## config.mk

```make
export PLATFORM = sky130hd
export DESIGN_NAME = fir_out_requant
export DESIGN_NICKNAME = d
export VERILOG_FILES = /design/src/rtl/fir_out_requant.sv
export SDC_FILE = /design/constraint.sdc
export NUM_CORES = 1
export LEC_CHECK = 0
export CORE_MARGIN = 4
export CORE_UTILIZATION = 40
export CTS_BUF_LIST = sky130_fd_sc_hd__clkbuf_4
export CTS_CLUSTER_DIAMETER = 60
export DETAILED_ROUTE_END_ITERATION = 12
export GPL_TIMING_DRIVEN = 0
export PLACE_DENSITY = 0.71
export SYNTH_ARGS = -nofsm -noshare
export SYNTH_HDL_FRONTEND = slang
export SYNTH_SLANG_ARGS = --single-unit
```

## constraint.sdc

```tcl
create_clock -name clk -period 7.7 [get_ports clk]
set_clock_uncertainty 0.15 [all_clocks]
set_input_delay 1.925 -clock clk [delete_from_list [all_inputs] [get_ports clk]]
set_output_delay 1.925 -clock clk [all_outputs]
set_load 0.1 [all_outputs]
```

## src/rtl/fir_out_requant.sv

```systemverilog
// ============================================================================
// Module   : fir_out_requant
// Function : FIR output stage. Rounds and saturates to OUT_W bits, buffers
//            samples in a show-ahead FIFO, keeps overflow and drop counters.
// Revision : 1.0  initial release
// ============================================================================
`default_nettype none

module fir_out_requant #(
  parameter int IN_W  = 16,
  parameter int OUT_W = 8,
  parameter int SHIFT = 7,
  parameter int DEPTH = 4,
  parameter int CNT_W = 16
) (
  input  logic                    clk,
  input  logic                    rst,
  input  logic                    in_valid,
  input  logic signed [IN_W-1:0]  in_data,
  input  logic                    in_ovf,
  output logic                    out_valid,
  input  logic                    out_ready,
  output logic signed [OUT_W-1:0] out_data,
  output logic                    out_sat,
  output logic [CNT_W-1:0]        ovf_count,
  output logic [CNT_W-1:0]        drop_count,
  input  logic                    clr_stats
);

  localparam int                    c_AW        = $clog2(DEPTH);
  localparam logic signed [IN_W:0]  c_RND       = {{IN_W{1'b0}}, 1'b1} << (SHIFT - 1);
  localparam logic signed [IN_W:0]  c_MAX       = {{(IN_W-OUT_W+2){1'b0}}, {(OUT_W-1){1'b1}}};
  localparam logic signed [IN_W:0]  c_MIN       = {{(IN_W-OUT_W+2){1'b1}}, {(OUT_W-1){1'b0}}};
  localparam logic [OUT_W-1:0]      c_OUT_MAX   = {1'b0, {(OUT_W-1){1'b1}}};
  localparam logic [OUT_W-1:0]      c_OUT_MIN   = {1'b1, {(OUT_W-1){1'b0}}};
  localparam logic [CNT_W-1:0]      c_CNT_ONE   = {{(CNT_W-1){1'b0}}, 1'b1};
  localparam logic [CNT_W-1:0]      c_CNT_MAX   = {CNT_W{1'b1}};
  localparam logic [c_AW:0]         c_PTR_ONE   = {{c_AW{1'b0}}, 1'b1};

  // Requantisation datapath (one extra bit so the rounding add never wraps)
  logic signed [IN_W:0]  w_sum;
  logic signed [IN_W:0]  w_shift;
  logic [OUT_W-1:0]      w_q_data;
  logic                  w_q_sat;

  assign w_sum   = $signed({in_data[IN_W-1], in_data}) + c_RND;
  assign w_shift = w_sum >>> SHIFT;

  always_comb begin
    w_q_data = w_shift[OUT_W-1:0];
    w_q_sat  = 1'b0;
    if (w_shift > c_MAX) begin
      w_q_data = c_OUT_MAX;
      w_q_sat  = 1'b1;
    end else if (w_shift < c_MIN) begin
      w_q_data = c_OUT_MIN;
      w_q_sat  = 1'b1;
    end
  end

  // Stage register and FIFO state
  logic                  r_stg_vld;
  logic [OUT_W-1:0]      r_stg_data;
  logic                  r_stg_sat;
  logic [OUT_W:0]        r_mem [DEPTH];
  logic [c_AW:0]         r_wr_ptr;
  logic [c_AW:0]         r_rd_ptr;

  logic                  w_empty;
  logic                  w_full;
  logic                  w_pop;
  logic                  w_push;
  logic                  w_stg_free;
  logic                  w_drop;

  assign w_empty    = (r_wr_ptr == r_rd_ptr);
  assign w_full     = (r_wr_ptr[c_AW] != r_rd_ptr[c_AW]) &&
                      (r_wr_ptr[c_AW-1:0] == r_rd_ptr[c_AW-1:0]);
  assign w_pop      = !w_empty && out_ready;
  assign w_push     = r_stg_vld && (!w_full || w_pop);
  // A blocked stage sample is kept; the newly arriving sample is the one lost.
  assign w_stg_free = !r_stg_vld || w_push;
  assign w_drop     = in_valid && !w_stg_free;

  always_ff @(posedge clk or posedge rst) begin
    if (rst) begin
      r_stg_vld  <= 1'b0;
      r_stg_data <= '0;
      r_stg_sat  <= 1'b0;
    end else if (w_stg_free) begin
      r_stg_vld  <= in_valid;
      if (in_valid) begin
        r_stg_data <= w_q_data;
        r_stg_sat  <= w_q_sat;
      end
    end
  end

  always_ff @(posedge clk or posedge rst) begin
    if (rst) begin
      r_wr_ptr <= '0;
      r_rd_ptr <= '0;
      for (int i = 0; i < DEPTH; i++) begin
        r_mem[i] <= '0;
      end
    end else begin
      if (w_push) begin
        r_mem[r_wr_ptr[c_AW-1:0]] <= {r_stg_sat, r_stg_data};
        r_wr_ptr                  <= r_wr_ptr + c_PTR_ONE;
      end
      if (w_pop) begin
        r_rd_ptr <= r_rd_ptr + c_PTR_ONE;
      end
    end
  end

  assign out_valid = !w_empty;
  assign out_data  = $signed(r_mem[r_rd_ptr[c_AW-1:0]][OUT_W-1:0]);
  assign out_sat   = r_mem[r_rd_ptr[c_AW-1:0]][OUT_W];

  // Statistics counters
  logic                  r_ovf_d;
  logic [CNT_W-1:0]      r_ovf_cnt;
  logic [CNT_W-1:0]      r_drop_cnt;
  logic                  w_ovf_rise;

  assign w_ovf_rise = in_ovf && !r_ovf_d;

  always_ff @(posedge clk or posedge rst) begin
    if (rst) begin
      r_ovf_d    <= 1'b0;
      r_ovf_cnt  <= '0;
      r_drop_cnt <= '0;
    end else begin
      r_ovf_d <= in_ovf;
      if (clr_stats) begin
        r_ovf_cnt  <= '0;
        r_drop_cnt <= '0;
      end else begin
        if (w_ovf_rise && (r_ovf_cnt != c_CNT_MAX)) begin
          r_ovf_cnt <= r_ovf_cnt + c_CNT_ONE;
        end
        if (w_drop && (r_drop_cnt != c_CNT_MAX)) begin
          r_drop_cnt <= r_drop_cnt + c_CNT_ONE;
        end
      end
    end
  end

  assign ovf_count  = r_ovf_cnt;
  assign drop_count = r_drop_cnt;

endmodule

`default_nettype wire

```

==> flow_summary.ini <==
[route]
top_layer = met4
drcViolationCount = 0
dr.first_iter.drc_count = 116
wl_per_cell_um = 15.39
num_vias = 3162
drtAntennaViolNets = 0
met1Wirelength_um = 4084
wirelength_um = 8972
wl_met3_um = 349
vias_per_cell = 5.424
wl_met2_um = 4374
dr.pass1.iters = 6

[sta]
tightest_slew_ps = 984.8
slew_headroom = 0.3414
fin_crit_sh = 0.6354
max_freq_ghz = 0.2044
setup_violations = 0
grt_setup_unrepaired = no
period_needed_ps = 4893
slew_violations = 0
fin_setup_tns_ps = 0
setup_ws_ps = 2807
hold_viol_final = 0

[clock_tree]
cts-root-buf = clkbuf_4
cts_tree = done
cts_max_path_buffers = 2
clk_latency_ps = 430
clk_pin_slew_ps = 130
cts-htree-levels = 3
clock-sinks = 85
cts_buffers = 9
cts_resized = 0
cts-hold-fix-buffers = 0
cts_setup_buffers = 0

[logic_synthesis]
synth_area_leaders = dfrtp_1 50%, mux2_2 9.8%, mux4_2 4.8%
syn_nets = 405
yosysMostFrequentCell = dfrtp_1
ys.flop_type = dfrtp_1
synth_seq_cells = 85
synth.cell_area_um2 = 4235
synth_cell_types = 44
yosysSeqAreaShare = 0.5022
synth-edff-count = 0
syn_inst = 375
synth_common_cells = 85 x dfrtp_1, 37 x mux2_2, 26 x nand2_1, 26 x o21ai_0, 24 x a21oi_1
synth_top_area_cell = dfrtp_1
avgSynthCellArea_um2 = 11.29
ys_async_sr_fraction = 1.000
netlist.area_leader.share = 0.5022
yosys_warnings = 0

[critical_path]
cp-start-kind = register
critPathKind = register to output port
cp.required_ps = 5620
crit_arrival_ps = 2820
crit_fanout = 10
crit_path_end_kind = output port
ff2ff_path_depth = 5

[hold_path]
hp-class = register to register
hold_depth = 1

[power_and_ir_drop]
p_leak_nw = 2.024
vdd_drop_max_uv = 242.4
p_per_area_nw_per_um2 = 350.2

[floorplan]
num_io_pins = 64
dieArea_um2 = 12300
core_um2 = 10320
start_util = 0.4103
die_y_um = 110.9
row_count = 37
fp.dieW_um = 110.9

[global_route]
grt_pass1_wl_um = 15570
grt_start_max_net_pins = 58
grt-ovfl-total = 0
grt.total_usage = 0.1546
antenna_found_initial = 1
grt_pass1_vias = 3227

[status]
status = complete, no violations

[place]
dp_hpwl_um = 6357
place.gp.congestion = 0.7907
dpl_worst_slack_ps = 3256
portBuffers = 56

[cells_and_area]
nets = 473
fillers = 932
drive_gt1_frac = 0.1614
syn2layout_area_growth_pct = 20.89

[flow_run]
max-cap-violations = 0
## flip-flops by register name, summed over array words and instances, names as in the netlist
signal,flops
drop_count,16
r_stg_data,8
r_mem,36
r_stg_vld,1
r_wr_ptr,3
r_rd_ptr,3
ovf_count,16
r_ovf_d,1
r_stg_sat,1
## routing by layer
layer,global-route usage,up-vias
li1,-,1512
met1,0.1947,1567
met4,0.06158,0
met5,0,-
met2,0.2569,70
met3,0.03657,13
## area by class of cell
| cell class | instances | area, µm² | share of cell area |
|---|---|---|---|
| antenna | 1 | 2.502 | 0.0004888 |
| buffer | 11 | 52.55 | 0.01026 |
| clock buffer | 11 | 82.58 | 0.01613 |
| clock inverter | 3 | 38.79 | 0.007576 |
| inverter | 8 | 32.53 | 0.006354 |
| multi-input combinational | 271 | 2026 | 0.3956 |
| sequential | 85 | 2127 | 0.4154 |
| tap | 136 | 170.2 | 0.03324 |
| timing repair buffer | 57 | 588.1 | 0.1149 |
## worst paths after layout
check	from	to	slack [ps]
min in group asynchronous	rst	ovf_count[4]$_DFFE_PP0P_	1670
min reg2reg	r_wr_ptr[2]$_DFFE_PP0P_	r_wr_ptr[2]$_DFFE_PP0P_	360
min	r_wr_ptr[2]$_DFFE_PP0P_	r_wr_ptr[2]$_DFFE_PP0P_	360
max in group asynchronous	rst	r_mem[3]$_DFFE_PP0P_	5140
max reg2reg	r_wr_ptr[1]$_DFFE_PP0P_	r_mem[20]$_DFFE_PP0P_	5410
max	r_rd_ptr[1]$_DFFE_PP0P_	out_data[2]	2810
## metrics by stage
stage	instances	utilization	hold WS [ps]	instance area, µm²	total power [mW]
3_3_place_gp	567	0.4810	327.9	4966	1.540
2_1_floorplan	375	-	315.3	4235	1.370
6_report	583	0.4959	355.4	5120	1.793
4_1_cts	582	0.4957	355.0	5117	1.818
5_1_grt	583	0.4959	388.4	5120	1.898
3_5_place_dp	568	0.4839	337.7	4996	1.571
## critical path, stage by stage, from the launching register on
cell             delay (ps)
dfrtp_1                 400
clkbuf_1                490
mux4_2                  350
clkdlybuf4s50_1        1140
## placed cells by master (no fill, tap or decap), types with 7 or more instances in the layout
cell / netlist / final
nand2_1: 26 / 26
dfrtp_1: 85 / 85
clkbuf_1: 7 / 7
a21oi_1: 24 / 24
nor2_1: 23 / 23
xnor2_1: 21 / 21
clkdlybuf4s50_1: 0 / 56
clkbuf_4: 0 / 11
ha_1: 8 / 8
xor2_1: 7 / 7
or3_1: 12 / 12
mux2_2: 37 / 37
nand3_1: 21 / 21
inv_1: 8 / 7
mux4_2: 9 / 9
nand4_1: 11 / 11
o21ai_0: 26 / 26
## report_power, final
group | total, mW | switching, mW | internal [mW]
sequential | 0.646 | 0.0766 | 0.569
clock | 0.245 | 0.143 | 0.102
combinational | 0.903 | 0.586 | 0.317
total | 1.79 | 0.806 | 0.987
## logic make-up after synthesis
kind of cell | after synthesis | synth area share
flip-flops | 85 | 0.5022
XOR/XNOR | 28 | 0.05790
AO/OA/AOI/OAI | 68 | 0.09868
buffers and inverters | 19 | 0.01950
adder cells (fa/ha/maj) | 8 | 0.02363
multiplexers | 48 | 0.1510
AND/OR/NAND/NOR | 119 | 0.1471
Power figures use the tool's default switching activity.
